**src/rtl/axi_resp_err_mon.sv**
```systemverilog
// AXI B/R response error monitor.
// Counts bad write responses and bad read bursts, captures the first error.
module axi_resp_err_mon #(
  parameter int CNT_WIDTH = 16
) (
  input  logic                 pll_core_cpuclk,
  input  logic                 pad_cpu_rst,
  input  logic                 bvalid_s1,
  input  logic                 bready_s1,
  input  logic [1:0]           bresp_s1,
  input  logic [7:0]           bid_s1,
  input  logic                 rvalid_s1,
  input  logic                 rready_s1,
  input  logic [1:0]           rresp_s1,
  input  logic [7:0]           rid_s1,
  input  logic                 rlast_s1,
  input  logic                 err_clr,
  input  logic                 err_irq_en,
  output logic [CNT_WIDTH-1:0] wr_err_cnt,
  output logic [CNT_WIDTH-1:0] rd_err_cnt,
  output logic                 first_err_vld,
  output logic [7:0]           first_err_id,
  output logic                 first_err_rd,
  output logic                 proto_err,
  output logic                 err_irq
);

  typedef enum logic {
    R_IDLE,
    R_BURST
  } r_state_e;

  r_state_e r_state;
  logic [7:0] beat_cnt;
  logic       burst_err;

  logic b_hs;
  logic r_hs;
  logic beat_max;
  logic r_close;
  logic proto_ev;
  logic wr_ev;
  logic rd_ev;
  logic any_ev;
  logic unused_resp;

  logic [CNT_WIDTH-1:0] wr_base;
  logic [CNT_WIDTH-1:0] rd_base;
  logic                 vld_base;

  assign b_hs     = bvalid_s1 & bready_s1;
  assign r_hs     = rvalid_s1 & rready_s1;
  assign beat_max = (beat_cnt == 8'hFF);
  // A 256th non-last beat is forced closed as if it carried rlast.
  assign r_close  = r_hs & (rlast_s1 | beat_max);
  assign proto_ev = r_hs & ~rlast_s1 & beat_max;
  assign wr_ev    = b_hs & bresp_s1[1];
  assign rd_ev    = r_close &
                    (((r_state == R_BURST) & burst_err) | rresp_s1[1]);
  assign any_ev   = wr_ev | rd_ev;

  assign unused_resp = ^{bresp_s1[0], rresp_s1[0]};

  assign wr_base  = err_clr ? '0 : wr_err_cnt;
  assign rd_base  = err_clr ? '0 : rd_err_cnt;
  assign vld_base = err_clr ? 1'b0 : first_err_vld;

  always_ff @(posedge pll_core_cpuclk or posedge pad_cpu_rst) begin
    if (pad_cpu_rst) begin
      r_state   <= R_IDLE;
      beat_cnt  <= 8'h00;
      burst_err <= 1'b0;
    end else if (r_hs) begin
      if (r_close) begin
        r_state   <= R_IDLE;
        beat_cnt  <= 8'h00;
        burst_err <= 1'b0;
      end else begin
        r_state   <= R_BURST;
        beat_cnt  <= beat_cnt + 8'h01;
        burst_err <= burst_err | rresp_s1[1];
      end
    end
  end

  always_ff @(posedge pll_core_cpuclk or posedge pad_cpu_rst) begin
    if (pad_cpu_rst) begin
      wr_err_cnt    <= '0;
      rd_err_cnt    <= '0;
      first_err_vld <= 1'b0;
      first_err_id  <= 8'h00;
      first_err_rd  <= 1'b0;
      proto_err     <= 1'b0;
      err_irq       <= 1'b0;
    end else begin
      wr_err_cnt <= (wr_ev && wr_base != '1) ?
                    wr_base + CNT_WIDTH'(1) : wr_base;
      rd_err_cnt <= (rd_ev && rd_base != '1) ?
                    rd_base + CNT_WIDTH'(1) : rd_base;
      proto_err  <= (proto_err & ~err_clr) | proto_ev;
      err_irq    <= (err_irq & ~err_clr) | (any_ev & err_irq_en);
      if (!vld_base && any_ev) begin
        first_err_vld <= 1'b1;
        first_err_id  <= wr_ev ? bid_s1 : rid_s1;
        first_err_rd  <= ~wr_ev;
      end else if (err_clr) begin
        first_err_vld <= 1'b0;
        first_err_id  <= 8'h00;
        first_err_rd  <= 1'b0;
      end
    end
  end

endmodule

```
**config.mk**
```make
export PLATFORM = sky130hd
export DESIGN_NAME = axi_resp_err_mon
export DESIGN_NICKNAME = d
export VERILOG_FILES = /design/src/rtl/axi_resp_err_mon.sv
export SDC_FILE = /design/constraint.sdc
export NUM_CORES = 1
export LEC_CHECK = 0
export ABC_CLOCK_PERIOD_IN_PS = 2250
export BUFFER_PORTS_ARGS = -buffer_cell sky130_fd_sc_hd__buf_4
export CAP_MARGIN = 5
export CORE_UTILIZATION = 53
export CTS_CLUSTER_SIZE = 12
export DETAILED_ROUTE_END_ITERATION = 12
export GPL_ROUTABILITY_DRIVEN = 0
export PLACE_DENSITY = 0.79
export SYNTH_ARGS = -nofsm -noshare
export SYNTH_HDL_FRONTEND = slang
export SYNTH_SLANG_ARGS = --single-unit
```
**constraint.sdc**
```tcl
create_clock -name pll_core_cpuclk -period 2.25 [get_ports pll_core_cpuclk]
set_input_delay 0.225 -clock pll_core_cpuclk [delete_from_list [all_inputs] [get_ports pll_core_cpuclk]]
set_output_delay 0.225 -clock pll_core_cpuclk [all_outputs]
set_load 0.02 [all_outputs]
```
# Word level (Yosys, flattened, before mapping)
# Index checks and enable logic that the tools add are counted.
# W data, S select, Z words.
dict set report totals {
  out_inout_bits 44
  inputBits 29
  reg_bits 54
  wordCells 55
}
dict set report op_classes {
  mux 14
  add_sub_neg 3
  n_eq_ne 3
  n_reduce_logical 5
  bitwise 20
}
# op n
set ops {}
lappend ops {{$mux W16} 4}
lappend ops {{$add A16 B1 Y16 const B} 2}
lappend ops {{$mux W8} 4}
lappend ops {{$ne A16 B16 Y1 const B} 2}
lappend ops {{$and A1 B1 Y1} 11}
lappend ops {{$add A8 B1 Y8 const B} 1}
lappend ops {{$eq A8 B8 Y1 const B} 1}
lappend ops {{$mux W1} 6}
lappend ops {{$or A1 B1 Y1} 6}
lappend ops {{$logic_and A1 B1 Y1} 3}
lappend ops {{$not A1 Y1} 3}
lappend ops {{$reduce_bool A2 Y1} 1}
lappend ops {{$logic_not A1 Y1} 1}

# Longest topological paths before layout
dict set report depth {
  ltp_word 7
  mapped_depth 11
  mapped_depth_nobuf 7
}

# Worst setup path after synthesis
# Ideal clock, no wire load.
dict set report synth_timing {
  path_kind {input port to flip-flop}
  from {input err_clr}
  to {register wr_err_cnt[3]}
  cell_stages 11
  setup_time_ns 0.123
  path_buffers 4
  slack_ns -0.028
  t_required_ns 2.127
  arrival_ns 2.155
  cell_sequence {buf_2 > buf_2 > buf_1 > nor2b_1 > ha_1 > and3_1 > and3_1 > clkbuf_1 > a21oi_1 > nand4_1 > xnor2_1}
}
dict set report synth_between {
  elab_chain_len 4
  word_cells_on_any_way 5
  classes_between {add/sub (1); eq/ne (1); mux (2); reduce/logical (1)}
}
# item line
set synth_lines {}
lappend synth_lines {{start: declaration} 17} ;# input logic err_clr,
lappend synth_lines {{$mux W16 *} 64} ;# assign wr_base = err_clr ? '0 : wr_err_cnt;
lappend synth_lines {{branches (longest 2 deep; another with $add A16 B1 Y16)} n/a}
lappend synth_lines {{$mux W16 *} 96} ;# wr_err_cnt <= (wr_ev && wr_base != '1) ?
lappend synth_lines {{end signal: assignment} 96}
lappend synth_lines {{end: declaration} 19} ;# output logic [CNT_WIDTH-1:0] wr_err_cnt,
# Every way passes the cells marked *.
# A chain may end at the register's enable or synchronous reset.

# Final worst setup path
dict set report layout_timing {
  from {register wr_err_cnt[0]}
  to {register wr_err_cnt[6]}
}
dict set report layout_between {
  elab_chain_len 4
  word_cells_on_any_way 5
  classes_between {add/sub (1); eq/ne (1); mux (2); reduce/logical (1)}
}
# item line
set layout_lines {}
lappend layout_lines {{$mux W16 *} 64}
lappend layout_lines {{branches (longest 2 deep; another with $add A16 B1 Y16)} n/a}
lappend layout_lines {{$mux W16 *} 96}
# Marked as above.

==> flow_metrics.tcl <==
set metrics [dict create \
    crit_slowest_cell "dfrtp_1" \
    rsz0062_at_grt "false" \
    cts_tree "done" \
    path_cells "nor2b_1, ha_1, and3_1, and3_1, a21oi_1, and3_1, xnor2_1" \
    syn_area_mm2 0.002940 \
    hpwl_mm 5.172 \
    die_y_um 76.49 \
    slew_headroom 0.6271 \
    synth_largest_area_cell "dfrtp_1" \
    routedWlPerCell_um 15.19 \
    antenna_left 0 \
    start_kind "flip-flop" \
    final-setup-viol-count 0 \
    syn_to_final_growth_pct 26.00 \
    portBuffers 70 \
    numClockSinks 54 \
    synth_top_area_frac 0.4596 \
    fin_crit_sh 0.9153 \
    dieWidth_um 76.49 \
    fmax_mhz 485.6 \
    synth.mux.area_fraction 0.02340 \
    crit_start "wr_err_cnt[0]$_DFF_PP0_" \
    finalNonFillerCells 461 \
    p_leak_nw 1.740 \
    arrival_ns 2.27 \
    core_area_mm2 0.005238 \
    synth_area_leaders "dfrtp_1, xnor2_1, nor2_1" \
    synth_fp_nets 344 \
    final.setup.worst_slack_ns 0.1906 \
    clk_latency_ns 0.31 \
    tns_ns 0 \
    p_total_mw 1.969 \
    cp_common_cell "and3_1" \
    worstSetupPathType "flip-flop to flip-flop" \
    worstSetupEndpointType "flip-flop" \
    grt_pass1_vias 2606 \
    drive_above_1_share 0.2558 \
    status "complete, no violations" \
    dpl_cell_area_mm2 0.003585 \
    synth_top_family_by_area "simple AND/OR/NAND/NOR gates" \
    finish.utilization 0.7074 \
    finalWirelength_mm 7.003 \
    antenna_found_initial 0 \
    cts_root_buf "clkbuf_8" \
    finalNetCount 422 \
    final.setup_skew_ns 0.004291 \
    antenna_cells 0 \
    slew_viol_final 0 \
    ys_types 53 \
    synthArstFlopShare 1.000 \
    crit_required_ns 2.46 \
    ctsResizeCount 0 \
    pwr_density_cell_mw_per_mm2 531.4 \
    ys_warn_count 0 \
    vias 2624 \
    r2r_slack_ns 0.19 \
    cts_buffers 5 \
    holdWs_ns 0.1225 \
    ys_ff_latch 54 \
    tightest_slew_ns 0.5586 \
    synth-edff-count 0 \
    drc 0 \
    cp.buffers_inverters 0 \
    fin_area_mm2 0.003705 \
    ys_seq_area_frac 0.4596 \
    max_stage_delay_ns 0.38 \
    r2r_cells 7 \
    ios 73 \
    drt_iter0_drc 147 \
    drv_cap 0 \
    die_area_mm2 0.005850 \
    hold_violations 0 \
    timing.critical_path.to "wr_err_cnt[6]$_DFF_PP0_" \
    htree_num_levels 2 \
    cp_top_family "simple AND/OR/NAND/NOR gates" \
    viasPerCell 5.692 \
    track_usage 0.2547 \
    layout_commonest_cell "buf_4" \
    clkSlewWorstSetupHoldPaths_ns 0.10 \
    synthCells 312 \
    place_ws_ns 0.1756 \
    cp.depth 7 \
    worstReg2RegStart "wr_err_cnt[0]$_DFF_PP0_" \
    avgSynthCellArea_um2 9.424 \
    clk_path_buf_depth 2 \
    synth_compound_area_frac 0.1128 \
    layout_common_cells "buf_4, dfrtp_1, nor2_1" \
    overflow 0 \
    crit_fanout 8 \
    grt_max_degree 28 \
    min_path_type "input port to flip-flop" \
    first_pass_iters 4 \
    synthXorXnorAreaFrac 0.07149 \
    synth-main-ff-cell "dfrtp_1" \
    synth_fa_ha_area_frac 0.01277 \
    placed_cells 452 \
    period_needed_ns 2.059 \
    synth-simple-area-share 0.3026 \
    start_util 0.5614 \
    placementRows 26 \
    ir_drop_uv 452.5 \
    r2r-end "wr_err_cnt[6]$_DFF_PP0_" \
    cts_setup_buffers 0 \
    grt_pass1_wl_mm 11.94 \
]
[cells in the mapped netlist (all sizes together), types with 2 or more instances]
| master | count |
|---|---|
| a211oi | 3 |
| a21oi | 16 |
| and3 | 10 |
| and4 | 3 |
| buf | 3 |
| clkbuf | 6 |
| dfrtp | 54 |
| ha | 3 |
| inv | 3 |
| mux2 | 4 |
| mux2i | 2 |
| nand2 | 29 |
| nand2b | 5 |
| nand3 | 13 |
| nand3b | 2 |
| nand4 | 18 |
| nor2 | 34 |
| nor2b | 12 |
| nor3 | 16 |
| nor4 | 3 |
| o211ai | 2 |
| o21a | 2 |
| o21ai | 14 |
| o31ai | 3 |
| or3 | 9 |
| or4 | 5 |
| xnor2 | 16 |
| xor2 | 8 |
[layout make-up]
class | instances | area [um^2]
inverters | 4 | 15.01
flip-flops and latches | 54 | 1351
repair buffers | 80 | 603.1
fillers | 420 | 1533
clock buffers | 8 | 110.1
well taps | 70 | 87.58
multi-input cells | 245 | 1538
[worst min path at each step]
stage	from	to	slack (ns)	cells after the start
2_1_floorplan	rlast_s1	beat_cnt[2]$_DFFE_PP0N_	0.33	1
3_3_place_gp	pad_cpu_rst	first_err_id[5]$_DFFE_PP0P_	0.31	2
3_5_place_dp	pad_cpu_rst	first_err_id[5]$_DFFE_PP0P_	0.33	2
4_1_cts	err_irq_en	err_irq$_DFF_PP0_	0.12	2
5_1_grt	err_irq_en	err_irq$_DFF_PP0_	0.13	2
6_report	err_irq_en	err_irq$_DFF_PP0_	0.12	2
[report_power, final]
group | switching (mW) | total, mW | internal (mW) | leakage (nW)
Combinational | 0.158 | 0.281 | 0.122 | 0.950
Clock | 0.320 | 0.632 | 0.312 | 0.0575
Sequential | 0.0414 | 1.06 | 1.01 | 0.733
[metal layers]
metal / global-route usage / part of all wire
met4: 0.09615 / 0.017
met5: 0 / 0
met2: 0.4333 / 0.50
met3: 0.05269 / 0.047
met1: 0.3178 / 0.44
[registers in the layout (all words and copies together) (netlist names)]
signal / count
first_err_id: 8
proto_err: 1
rd_err_cnt: 16
first_err_vld: 1
wr_err_cnt: 16
beat_cnt: 8
err_irq: 1
r_state: 1
first_err_rd: 1
burst_err: 1
[timing repair]
item	in CTS	in global routing
hold endpoints to repair	25	0
endpoints found under the setup margin	0	0
hold buffers	1	0
[logic make-up (layout without fill, tap and decap cells)]
logic type / Yosys count / after routing
AOI/OAI and AO/OA: 49 / 49
and+or+nand+nor: 163 / 163
DFF: 54 / 54
adders and majority gates: 3 / 3
muxes: 6 / 6
xor gates and xnor gates: 24 / 24
buffers and inverters: 13 / 92
Note: power is estimated with default switching activity, not from simulation.
